===== src/rtl/mips_pkg.sv =====
// Shared MIPS pipeline definitions: next-PC select codes, fixed fetch
// addresses and the PC-stage FSM state type.
package mips_pkg;

  // blinkctrl encodings produced by the branch/jump selector
  localparam logic [1:0] NPC_SEQ = 2'd0;  // PC + 4
  localparam logic [1:0] NPC_BR  = 2'd1;  // taken conditional branch
  localparam logic [1:0] NPC_J   = 2'd2;  // j / jal
  localparam logic [1:0] NPC_JR  = 2'd3;  // jr / jalr

  // Fetch address after reset and the exception handler entry point
  localparam logic [31:0] RESET_PC_DEFAULT = 32'h0000_3000;
  localparam logic [31:0] EXC_VECTOR       = 32'h0000_4180;

  // PC-stage control states
  typedef enum logic [1:0] {
    ST_BOOT = 2'd0,
    ST_RUN  = 2'd1,
    ST_HOLD = 2'd2
  } npc_state_e;

endpackage


===== src/rtl/npc_calc.sv =====
// Combinational next-PC target mux. All arithmetic wraps at 32 bits.
module npc_calc
  import mips_pkg::*;
(
  input  logic [31:0] pc_f_i,
  input  logic [31:0] pc_d_i,
  input  logic [15:0] imm16_i,
  input  logic [25:0] index26_i,
  input  logic [31:0] rs_data_i,
  input  logic [1:0]  blinkctrl_i,
  output logic [31:0] npc_o
);

  logic [31:0] pc4_d;
  logic [31:0] br_off;

  // D-stage PC+4 is the base for branches and supplies the jump region nibble
  assign pc4_d  = pc_d_i + 32'd4;
  assign br_off = {{14{imm16_i[15]}}, imm16_i, 2'b00};

  // Select the target; jr passes rs through unmasked
  always_comb begin
    npc_o = pc_f_i + 32'd4;
    unique case (blinkctrl_i)
      NPC_SEQ: npc_o = pc_f_i + 32'd4;
      NPC_BR:  npc_o = pc4_d + br_off;
      NPC_J:   npc_o = {pc4_d[31:28], index26_i, 2'b00};
      NPC_JR:  npc_o = rs_data_i;
      default: npc_o = pc_f_i + 32'd4;
    endcase
  end

endmodule


===== src/rtl/npc_pc_reg.sv =====
// F-stage program counter register with BOOT/RUN/HOLD control and a
// saturating redirect counter. Optional exception/eret redirect support is
// enabled with the NPC_EXC_EN macro (exc_req > eret > blinkctrl).
module npc_pc_reg
  import mips_pkg::*;
#(
  parameter logic [31:0] RESET_PC = RESET_PC_DEFAULT,
  parameter int unsigned CNT_W    = 16
)(
  input  logic             clk,
  input  logic             reset,
  input  logic             stall,
  input  logic [1:0]       blinkctrl,
  input  logic [31:0]      pc_d,
  input  logic [15:0]      imm16,
  input  logic [25:0]      index26,
  input  logic [31:0]      rs_data,
`ifdef NPC_EXC_EN
  input  logic             exc_req,
  input  logic             eret,
  input  logic [31:0]      epc,
`endif
  output logic [31:0]      pc_f,
  output logic [31:0]      pc4_f,
  output logic             fetch_valid,
  output logic [CNT_W-1:0] redirect_cnt
);

  npc_state_e       state_q, state_d;
  logic [31:0]      pc_f_q, pc_f_d;
  logic [CNT_W-1:0] cnt_q, cnt_d;
  logic [31:0]      npc;
  logic             redirect;

  npc_calc u_npc_calc (
    .pc_f_i      (pc_f_q),
    .pc_d_i      (pc_d),
    .imm16_i     (imm16),
    .index26_i   (index26),
    .rs_data_i   (rs_data),
    .blinkctrl_i (blinkctrl),
    .npc_o       (npc)
  );

  // Next state, next PC and counter update; stall freezes the PC and masks blinkctrl
  always_comb begin
    state_d  = state_q;
    pc_f_d   = pc_f_q;
    cnt_d    = cnt_q;
    redirect = 1'b0;
    unique case (state_q)
      ST_BOOT: state_d = ST_RUN;
      ST_RUN, ST_HOLD: begin
        if (stall) begin
          state_d = ST_HOLD;
        end else begin
          state_d  = ST_RUN;
          pc_f_d   = npc;
          redirect = (blinkctrl != NPC_SEQ);
        end
      end
      default: state_d = ST_BOOT;
    endcase
`ifdef NPC_EXC_EN
    // Exceptions and eret override stall and BOOT
    if (exc_req) begin
      state_d  = ST_RUN;
      pc_f_d   = EXC_VECTOR;
      redirect = 1'b1;
    end else if (eret) begin
      state_d  = ST_RUN;
      pc_f_d   = epc;
      redirect = 1'b1;
    end
`endif
    if (redirect && (cnt_q != {CNT_W{1'b1}})) begin
      cnt_d = cnt_q + CNT_W'(1);
    end
  end

  // State, PC and counter registers with asynchronous clear
  always_ff @(posedge clk or posedge reset) begin
    if (reset) begin
      state_q <= ST_BOOT;
      pc_f_q  <= RESET_PC;
      cnt_q   <= '0;
    end else begin
      state_q <= state_d;
      pc_f_q  <= pc_f_d;
      cnt_q   <= cnt_d;
    end
  end

  assign pc_f         = pc_f_q;
  assign pc4_f        = pc_f_q + 32'd4;
  assign fetch_valid  = (state_q != ST_BOOT);
  assign redirect_cnt = cnt_q;

endmodule


===== config.mk =====
export PLATFORM = sky130hd
export DESIGN_NAME = npc_pc_reg
export DESIGN_NICKNAME = d
export VERILOG_FILES = /design/src/rtl/mips_pkg.sv /design/src/rtl/npc_calc.sv /design/src/rtl/npc_pc_reg.sv
export SDC_FILE = /design/constraint.sdc
export NUM_CORES = 1
export LEC_CHECK = 0
export CORE_MARGIN = 5
export CORE_UTILIZATION = 25
export CTS_CLUSTER_DIAMETER = 50
export DETAILED_ROUTE_END_ITERATION = 16
export PLACE_DENSITY_LB_ADDON = 0.15
export SLEW_MARGIN = 20
export SYNTH_ARGS = -nofsm -noshare
export SYNTH_HDL_FRONTEND = slang
export SYNTH_HIERARCHICAL = 1
export SYNTH_SLANG_ARGS = --single-unit

===== constraint.sdc =====
create_clock -name clk -period 2.75 [get_ports clk]
set_input_delay 0.55 -clock clk [delete_from_list [all_inputs] [get_ports clk]]
set_output_delay 0.55 -clock clk [all_outputs]
set_load 0.005 [all_outputs]

; ---- Yosys cells after proc, flatten, opt, wreduce, memory -nomap -nowiden
; Cells that the tools add are included.
[classes]
bitwise_logic = 1
mux = 5
n_addsub = 4
eq_ne = 6
reduce_logical = 7
[ops]
columns = op, n
row1 = 32-bit case mux with 4 select lines, 1
row2 = 32-bit by 3-bit adder with 32-bit output (second input constant), 2
row3 = 32-bit adder, 1
row4 = 16-bit by 1-bit adder with 16-bit output (second input constant), 1
row5 = 16-bit inequality test (second input constant), 1
row6 = 2-bit equality test (second input constant), 3
row7 = 2-bit by 1-bit equality test with 1-bit output (second input constant), 2
row8 = 2-bit logical NOT, 2
row9 = 2-bit case mux with 2 select lines, 1
row10 = 2-bit nonzero test, 2
row11 = 1-bit two-way mux, 2
row12 = 2-bit two-way mux, 1
row13 = 2-bit AND reduction, 1
row14 = 2-bit OR reduction, 1
row15 = 1-bit logical AND, 1
row16 = 1-bit NOT, 1
[totals]
output_inout_bits = 81
wordCells = 26
in_bits = 111
ff_bits = 50

; ---- Logic depth before layout (Yosys ltp)
; Gate-level depths: netlist of the first run.
[logic_depth]
depth_word = 4
depth_mapped = 19
mapped_depth_nobuf = 18

; ---- By module
; Netlist of the first run, hierarchy kept.
[modules_own_cells]
columns = module, area_per_inst_um2, cells_per_inst, seq_area_each_um2, instances
row1 = npc_calc, 3379.5, 429, 0.0, 1
row2 = npc_pc_reg, 2738.9, 306, 1253.7, 1

; ---- Worst setup path before layout of the first run
; Ideal clock, no wire load.
[synth_path]
kind = input to register
from = input port pc_d[5]
to = register pc_f_q[31] (netlist: pc_f[31])
t_arrival_ps = 3763
path_stages = 16
required_time_ps = 2633
setup_ps = 117
setup_slack_ps = -1130
n_path_buf = 1
cell_sequence = nand3_1 -> or4_1 -> nor2_1 -> xor2_1 -> ha_1 -> clkbuf_1 -> a21o_1 -> a221oi_1 -> o21bai_1 -> a31o_2 -> a211oi_1 -> nor2_1 -> or4_1 -> a32o_1 -> nand2_1 -> nand2_1
[synth_between]
elab_chain_len = 3
[synth_lines]
columns = item, line
row1 = start: declaration, npc_pc_reg.sv:14  ; input logic [31:0] pc_d,
row2 = 32-bit by 3-bit adder with 32-bit output *, npc_calc.sv:18  ; assign pc4_d = pc_d_i + 32'd4;
row3 = 32-bit adder, npc_calc.sv:26  ; NPC_BR: npc_o = pc4_d + br_off;
row4 = 32-bit case mux with 4 select lines *, npc_calc.sv:24  ; unique case (blinkctrl_i)
row5 = via npc[31], npc_pc_reg.sv:32  ; logic [31:0] npc;
row6 = end signal: assignment, npc_pc_reg.sv:89  ; pc_f_q <= pc_f_d;
row7 = end: declaration, npc_pc_reg.sv:30  ; logic [31:0] pc_f_q, pc_f_d;
; Mark *: on every way through the listed nets, which the timed path passes. The rest lies on a longest branch.
; A chain may end at the register's enable or synchronous reset.

; ---- Worst setup path after layout of the first run
[layout_path]
from = input port pc_d[8]
to = register pc_f_q[31] (netlist: pc_f[31])
; Same word-level chain as after synthesis.

==> results of run 1 <==
## area by class of cell
cell class | count | share of cell area (%)
Multi-Input combinational cell | 640 | 48.91
Timing Repair Buffer | 422 | 33.73
Sequential cell | 50 | 11.24
Tap cell | 324 | 3.626
Clock buffer | 6 | 1.242
Inverter | 21 | 0.7162
Clock inverter | 2 | 0.5372
## power by group through the flow
stage               clock network [mW]  registers, mW  logic (mW)
floorplan                            0           1.51        1.58
global placement                     0           1.33        4.01
detailed placement                   0           1.33        4.01
CTS                              0.856           1.33        4.14
global route                     0.883           1.39        4.60
finish                           0.825           1.33        4.23
## state kept, by name, indices dropped and copies added, names as in the netlist
register      flops
state_q           2
pc_f             32
redirect_cnt     16
## critical path: cells and delay by family
kind / cells / cell delay (ns)
simple gates: 7 / 1.40
compound gates: 7 / 1.33
buf+inv: 2 / 0.26
fa+ha+maj: 1 / 0.16
xor+xnor: 1 / 0.09
## metal layers
metal | up-vias | global-route usage, % | part of all wire (%)
li1 | 3470 | - | -
met5 | - | 0 | 0
met2 | 168 | 29.66 | 49
met3 | 14 | 1.801 | 4.1
met4 | 0 | 2.526 | 1.1
met1 | 3381 | 23.55 | 45
## timing repair
action,in CTS,in global routing
hold buffers,0,0
endpoints found under the setup margin,44,37
pin swaps,82,94
gates resized for setup,175,105
buffers inserted,30,18
## metrics by stage
step	setup slack, ns	setup TNS [ns]	total power, mW	hold WS [ns]
after global routing	-0.9892	-14.67	6.871	0.5896
final	-0.8600	-11.73	6.384	0.5244
after detailed placement	-1.693	-31.63	5.341	0.5167
after CTS	-0.8573	-11.32	6.330	0.5336
after floorplan	-0.9009	-10.08	3.087	0.4883
after global placement	-1.664	-31.06	5.336	0.5186
## cells by family (layout without fill, tap and decap cells)
kind of cell,after synthesis,in the layout,share of synthesized area [%]
fa+ha+maj,40,40,8.303
flops,50,50,20.49
buf+inv,45,451,2.904
mux,36,36,11.55
xor+xnor,117,117,16.75
simple gates,342,342,28.22
compound gates,105,105,11.78
## cells in the final DEF (no fill, tap or decap), drive strengths merged, types with 3 or more instances in the layout
cell type,netlist,layout
buf,7,244
clkdlybuf4s50,0,147
nand2,141,141
xnor2,80,80
dfrtp,48,48
nand3,46,46
nand4,44,44
ha,39,39
a21oi,38,38
xor2,37,37
nor2,36,36
mux4,27,27
dlygate4sd2,0,20
inv,20,20
and3,17,17
nor3,16,16
o21ai,16,16
a21o,14,14
and2,12,12
clkbuf,17,8
dlymetal6s2s,0,7
nor4,7,7
and4,5,5
mux2i,5,5
o21bai,5,5
nor2b,5,5
nand2b,4,4
a211oi,4,4
o21a,4,4
mux2,4,4
a21boi,3,3
or3,3,3
## worst min path at each step
stage                                from              end  slack [ns]  cells after the start
after CTS                        pc_f[16]         pc_f[16]        0.53                      2
after global routing      redirect_cnt[6]  redirect_cnt[6]        0.59                      1
after floorplan                  pc_f[12]         pc_f[12]        0.49                      2
after detailed placement         pc_f[16]         pc_f[16]        0.52                      2
final                            pc_f[16]         pc_f[16]        0.52                      2
after global placement            pc_f[1]          pc_f[1]        0.52                      2
==> qor.yml, run 1 <==
yosysTopAreaCell: "dfrtp_1"
path_class: "input pin to register"
synth_edf_count: 0
final_core_util_pct: 46.25
post_dp_cell_area_sq_um: 9867
pwr-share-comb_pct: 66.2
drt-total-wl_mm: 24.71
critical_path_arrival_ns: 3.79
seq_area_sq_um: 1256
cts_root_buf: "clkbuf_16"
worstSetupEndpointType: "register"
synth_warnings: 6
crit_chain: "buf_8 -> nand3_4 -> or4_4 -> buf_4 -> nor2_4 -> xor2_2 -> ha_4 -> a21o_1 -> a21o_1 -> a221oi_2 -> o21bai_1 -> a31o_2 -> a211oi_2 -> nor2_2 -> or4_1 -> a32o_1 -> nand2_1 -> nand2_1"
avgViaCountPerCell: 4.801
p_sw_mw: 2.495
cp.required_ns: 2.93
cts_tree: "yes"
start_util_pct: 25.31
ff2ff_setup_slack_ns: -0.02
rows: 57
grt.total_usage_pct: 17.08
ys_seq_area_share_pct: 20.49
grt-ovfl-total: 0
worst_pin_slew_ns: 0.6092
violations: "setup timing"
hpwl_mm: 19.74
synth_cells: 735
r2r_start: "pc_f[13]"
finalHoldViolCount: 0
clockBufferDepth: 2
grt_start_max_net_pins: 35
multi_input_area_sq_um: 5469
max_cap_violations: 0
seqPwrFrac_pct: 20.8
p_per_area_nw_per_um2: 571.0
die_h_um: 166.4
reg2reg_depth: 13
die_area_sq_um: 27700
final_area_sq_um: 11180
layout-drive-gt1-share_pct: 37.86
async_flop_share_pct: 100.0
cts_made_buffers: 5
critPathCapture: "pc_f[31]"
gp_congestion: 0.8761
vdd_ir_drop_max_v: 0.0003818
synth_commonest_cells: "141 x nand2_1, 80 x xnor2_1, 48 x dfrtp_1, 46 x nand3_1, 42 x nand4_1"
via_count: 7033
area_delta_synth_final_pct: 82.74
r2r_end: "pc_f[25]"
ys.flop_type: "dfrtp_1"
rsz0062_at_grt: "true"
crit_slowest_cell: "or4_4"
skew_ns: 0.005856
start_kind: "input pin"
hold_class: "register to register"
num_antenna_cells: 0
post-place-cells: 1414
ant_nets: 0
crit_fanout: 4
path_clk_slew_ns: 0.07
synth_seq_cells: 50
grt_pass1_wl_mm: 38.70
yosysMostFrequentCell: "nand2_1"
dr.pass1.iters: 5
max_slew_margin_pct: 59.39
synth_nets: 886
internal_power_mw: 3.889
io_buffers: 191
p_sw_share_pct: 39.08
grt_pass1_vias: 7103
power_frac_clock_pct: 12.9
antenna_found_initial: 0
finalSetupViolCount: 23
timing.final.crit_period_ns: 3.610
drtIter0Drc: 387
status: "finished, violations left"
htreeDepth: 2
finalMaxSlewViolations: 0
cts_sinks: 50
syn_area_per_cell_sq_um: 8.324
wl_per_cell_um: 16.87
p_leak_nw: 4.935
max_freq_mhz: 277.0
drc: 0
layout_setup_ws_ns: -0.8600
synth_area_leaders: "dfrtp_1 20%, xnor2_1 11%, mux4_2 9.9%, nand2_1 8.7%, ha_1 8.0%"
ios: 192
synth.distinct_cells: 64
cp-startpoint: "pc_d[8]"
instances_no_fill: 1465
core-area_sq_um: 24180
syn_area_sq_um: 6118
max_stage_delay_ns: 0.63
clk_latency_ns: 0.29
final_nets: 1291
fin_crit_sh_pct: 131.3
fillCellCount: 2334
synth_top_area_share_pct: 19.63
die_w_um: 166.4
(Power assumes the default switching activity.)
==> run 2, diff against run 1 <==
Settings changed: SYNTH_HIERARCHICAL 1 to default.
==> qor.yml, run 2 <==
status: "finished, violations left"
violations: "setup timing"
area_delta_synth_final_pct: 92.29
worst_pin_slew_ns: 0.8097
max_freq_mhz: 278.9
synth.distinct_cells: 66
start_util_pct: 25.31
postCtsHoldBufs: 0
avgViaCountPerCell: 4.791
p_leak_nw: 4.854
final_nets: 1288
die_w_um: 161.2
synth_commonest_cells: "79 x nand2_1, 62 x nor2_1, 59 x xnor2_1, 48 x dfrtp_1, 45 x a21oi_1"
max_cap_violations: 0
final_area_sq_um: 10990
path_class: "input pin to register"
ys_seq_area_share_pct: 21.94
finalHoldViolCount: 0
die_area_sq_um: 25980
layout_setup_ws_ns: -0.8358
die_h_um: 161.2
ys.flop_type: "dfrtp_1"
synth_area_leaders: "dfrtp_1 21%, xnor2_1 9.0%, ha_1 8.1%, nand2_1 5.2%, xor2_1 4.8%"
skew_ns: 0.003248
synth_top_area_share_pct: 21.02
max_slew_margin_pct: 45.82
min_delay_path_depth: 1
fin_crit_sh_pct: 130.4
grt_start_max_net_pins: 29
min_to: "redirect_cnt[12]"
r2r_end: "pc_f[20]"
final_core_util_pct: 48.67
holdWs_ns: 0.5009
cp_top_family: "compound AO/OA/AOI/OAI gates"
r2r_start: "pc_f[12]"
grt_pass1_vias: 6935
cts_root_buf: "clkbuf_16"
critical_path_arrival_ns: 3.77
synth_cells: 712
hpwl_mm: 19.16
post-place-ws_ns: -1.494
mostFrequentLayoutCells: "221 x buf_4, 149 x clkdlybuf4s50_1, 67 x nand2_1, 53 x buf_6, 48 x dfrtp_1"
finalMaxSlewViolations: 0
p_per_area_nw_per_um2: 577.1
ff2ff_setup_slack_ns: -0.19
grt_pass1_wl_mm: 37.12
reg2reg_depth: 11
antenna_found_initial: 0
clk_latency_ns: 0.29
num_antenna_cells: 0
start_kind: "input pin"
async_flop_share_pct: 100.0
rows: 55
ant_nets: 0
gp_congestion: 0.8507
synth_seq_cells: 50
cp.required_ns: 2.93
crit_slowest_cell: "mux4_2"
post_dp_cell_area_sq_um: 9454
syn_area_sq_um: 5713
hold_start: "redirect_cnt[12]"
wl_per_cell_um: 16.63
io_buffers: 191
path_clk_slew_ns: 0.07
instances_no_fill: 1425
dr.pass1.iters: 4
syn_area_per_cell_sq_um: 8.024
p_total_mw: 6.340
vdd_ir_drop_max_v: 0.0003063
max_stage_delay_ns: 0.44
drtIter0Drc: 303
cts_made_buffers: 5
largest_register_ff_count: 32
core-area_sq_um: 22570
post-place-cells: 1352
drc: 0
crit_fanout: 4
synth_nets: 861
grt.total_usage_pct: 17.61
yosysTopAreaCell: "dfrtp_1"
clockBufferDepth: 2
yosysMostFrequentCell: "nand2_1"
via_count: 6827
drt-total-wl_mm: 23.70
htreeDepth: 2
cts_tree: "yes"
fin_tns_setup_ns: -12.53
layout_commonest_cell: "buf_4"
worstSetupEndpointType: "register"
worst-path-buf-inv: 4
grt-ovfl-total: 0
timing.final.crit_period_ns: 3.586
ios: 192
crit_chain: "buf_6 -> nand4_1 -> buf_4 -> or3_4 -> buf_6 -> xnor2_4 -> ha_4 -> a211oi_2 -> o31ai_4 -> a32oi_1 -> a21bo_2 -> o31ai_4 -> buf_4 -> xnor2_2 -> mux4_2 -> mux2_4"
layout-drive-gt1-share_pct: 42.28
rsz0062_at_grt: "true"
cts_sinks: 50
synth_edf_count: 0
hold_class: "register to register"
synth_warnings: 0
finalSetupViolCount: 38
run 2: power breakdown:
group          switching (mW)  leakage (nW)  internal [mW]  total [mW]
Combinational            1.95          4.15           2.39        4.34
Clock                   0.284        0.0836          0.426       0.710
Sequential              0.268         0.619           1.03        1.29
run 2: how the worst max path moves through the flow:
| stage | slack, ns | end | cells after the start | startpoint |
|---|---|---|---|---|
| 2_1_floorplan | -0.90 | pc_f[24] | 14 | pc_d[12] |
| 3_3_place_gp | -1.41 | pc_f[24] | 15 | pc_d[7] |
| 4_1_cts | -0.82 | pc_f[24] | 16 | pc_d[7] |
| 5_1_grt | -0.99 | pc_f[24] | 16 | pc_d[7] |
| 6_report | -0.84 | pc_f[24] | 16 | pc_d[7] |
| 3_5_place_dp | -1.49 | pc_f[24] | 15 | pc_d[10] |
run 2: kinds of logic (layout without fill, tap and decap cells):
kind of cell	count (synthesis)	count (layout)	share of synthesized area [%]
AO/OA/AOI/OAI	170	170	19.12
buffers and inverters	60	488	4.490
adder cells (fa/ha/maj)	38	38	8.454
multiplexers	29	29	7.556
flip-flops	50	50	21.94
XOR/XNOR	91	91	14.21
AND/OR/NAND/NOR	274	274	24.22
run 2: timing repair:
item	in CTS	in global routing
buffers inserted	48	27
gates resized for setup	294	87
pin swaps	100	69
endpoints found under the setup margin	49	42
run 2: layout make-up:
class	count	area, sq um
multi-input combinational	602	5159
inverter	20	75.07
fill	2230	11590
timing repair buffer	460	3976
sequential	50	1254
clock buffer	5	125.1
clock inverter	3	40.04
tap	285	356.6
run 2: per-layer routing:
metal / global-route usage, % / wire length (um) / share of wire (%) / vias up
met5: 0 / 0 / 0 / -
met4: 4.537 / 491 / 2.1 / 0
met3: 1.608 / 872 / 3.7 / 22
met2: 29.64 / 11210 / 47 / 162
met1: 24.34 / 11130 / 47 / 3199
li1: - / - / - / 3444
==> run 3, diff against run 2 <==
Settings changed: PLACE_DENSITY from default to 0.55, PLACE_DENSITY_LB_ADDON 0.15 to default.
==> qor.yml, run 3 (same netlist as run 2, synthesis figures left out) <==
violations: "setup timing"
final_area_sq_um: 11170
drc: 0
core-area_sq_um: 22570
area_delta_synth_final_pct: 95.49
worst-path-buf-inv: 2
cts_made_buffers: 5
layout_setup_ws_ns: -0.7715
cts_sinks: 50
clk_latency_ns: 0.30
critical_path_arrival_ns: 3.71
ios: 192
p_sw_share_pct: 40.38
holdWs_ns: 0.4990
grt_pass1_wl_mm: 37.58
p_total_mw: 6.411
vdd_ir_drop_max_v: 0.0003232
final_nets: 1282
cp.required_ns: 2.94
max_freq_mhz: 284.0
clockBufferDepth: 2
layout-drive-gt1-share_pct: 43.47
die_w_um: 161.2
cts_root_buf: "clkbuf_16"
postCtsHoldBufs: 0
rows: 55
max_stage_delay_ns: 0.46
grt-ovfl-total: 0
largest_register_ff_count: 32
antenna_found_initial: 1
p_sw_mw: 2.589
cts_tree: "yes"
worst_pin_slew_ns: 0.7158
rsz0062_at_grt: "true"
drt-total-wl_mm: 24.44
timing.final.crit_period_ns: 3.522
skew_ns: 0.005083
fin_crit_sh_pct: 128.1
grt_start_max_net_pins: 51
finalMaxSlewViolations: 0
cp_top_family: "compound AO/OA/AOI/OAI gates"
crit_fanout: 4
htreeDepth: 2
crit_slowest_cell: "mux4_2"
finalSetupViolCount: 38
die_area_sq_um: 25980
wl_per_cell_um: 17.22
grt.total_usage_pct: 17.75
max_slew_margin_pct: 52.28
grt_pass1_vias: 6886
gp_congestion: 0.8542
die_h_um: 161.2
hold_class: "register to register"
io_buffers: 191
start_kind: "input pin"
seqPwrFrac_pct: 21.0
status: "finished, violations left"
drtIter0Drc: 360
post_dp_cell_area_sq_um: 9349
power_frac_clock_pct: 10.5
layout_commonest_cell: "buf_4"
path_clk_slew_ns: 0.08
internal_power_mw: 3.822
p_leak_nw: 4.905
hpwl_mm: 18.88
worstSetupEndpointType: "register"
start_util_pct: 25.31
dr.pass1.iters: 5
max_cap_violations: 0
pwr-share-comb_pct: 68.5
finalHoldViolCount: 0
path_class: "input pin to register"
num_antenna_cells: 0
p_per_area_nw_per_um2: 574.1
mostFrequentLayoutCells: "217 x buf_4, 149 x clkdlybuf4s50_1, 63 x nand2_1, 51 x buf_6, 48 x dfrtp_1"
crit_chain: "buf_6 -> nand4_1 -> buf_4 -> or3_4 -> nor2_4 -> xor2_1 -> ha_1 -> a21oi_1 -> o21ai_1 -> a32oi_1 -> a21bo_2 -> o31ai_4 -> xnor2_2 -> mux4_2 -> mux2_4"
avgViaCountPerCell: 4.830
ant_nets: 0
fin_tns_setup_ns: -11.67
via_count: 6854
-- run 3: cell types whose count changed in the layout (fill, tap and decap cells not counted), sizes merged --
cell,previous run,this run
dlygate4sd2,5,3
dlymetal6s2s,0,2
clkbuf,6,5
inv,20,22
clkinv,2,1
bufinv,1,0
buf,305,300
-- run 3: per-stage QoR --
step           util [%]  instances  setup slack (ns)
2_1_floorplan         -        712           -0.8966
3_3_place_gp      41.42       1338            -1.500
3_5_place_dp      41.42       1338            -1.552
4_1_cts           46.09       1388           -0.7444
5_1_grt           49.48       1419           -0.9053
6_report          49.48       1419           -0.7715
-- run 3: worst paths after layout --
check | from | depth (start not counted) | slack [ns] | end
worst max-delay path | pc_d[7] | 15 | -0.77 | pc_f[24]
worst min-delay path | redirect_cnt[3] | 1 | 0.50 | redirect_cnt[3]
worst max register to register | pc_f[2] | 13 | -0.12 | pc_f[24]
worst min register to register | redirect_cnt[3] | 1 | 0.50 | redirect_cnt[3]
max in group asynchronous | reset | 3 | 1.51 | pc_f[23]
min in group asynchronous | reset | 3 | 0.75 | pc_f[3]
-- run 3: power groups by stage --
stage | combinational [mW] | clock, mW | sequential, mW
after floorplan | 1.57 | 0 | 1.35
after global placement | 3.85 | 0 | 1.31
after detailed placement | 3.88 | 0 | 1.32
after CTS | 4.09 | 0.692 | 1.32
after global routing | 4.75 | 0.710 | 1.39
final | 4.39 | 0.674 | 1.35
-- run 3: cell type report --
| type | count | area (sq um) |
|---|---|---|
| sequential | 50 | 1254 |
| fill | 2143 | 11400 |
| timing repair buffer | 454 | 3946 |
| clock inverter | 3 | 28.78 |
| inverter | 20 | 75.07 |
| multi-input combinational | 602 | 5383 |
| tap | 285 | 356.6 |
| clock buffer | 5 | 125.1 |
-- run 3: metal layers --
layer / track usage, % / vias to the layer above / share of wire [%]
met5: 0 / - / 0.053
met4: 3.645 / 2 / 1.4
met3: 2.245 / 18 / 4.6
met2: 30.30 / 161 / 48
met1: 24.21 / 3251 / 46
li1: - / 3422 / -
-- run 3: what timing repair did --
item | 4_1_cts | 5_1_grt
pin swaps | 98 | 100
endpoints found under the setup margin | 47 | 45
buffers inserted | 44 | 39
gates resized for setup | 292 | 114
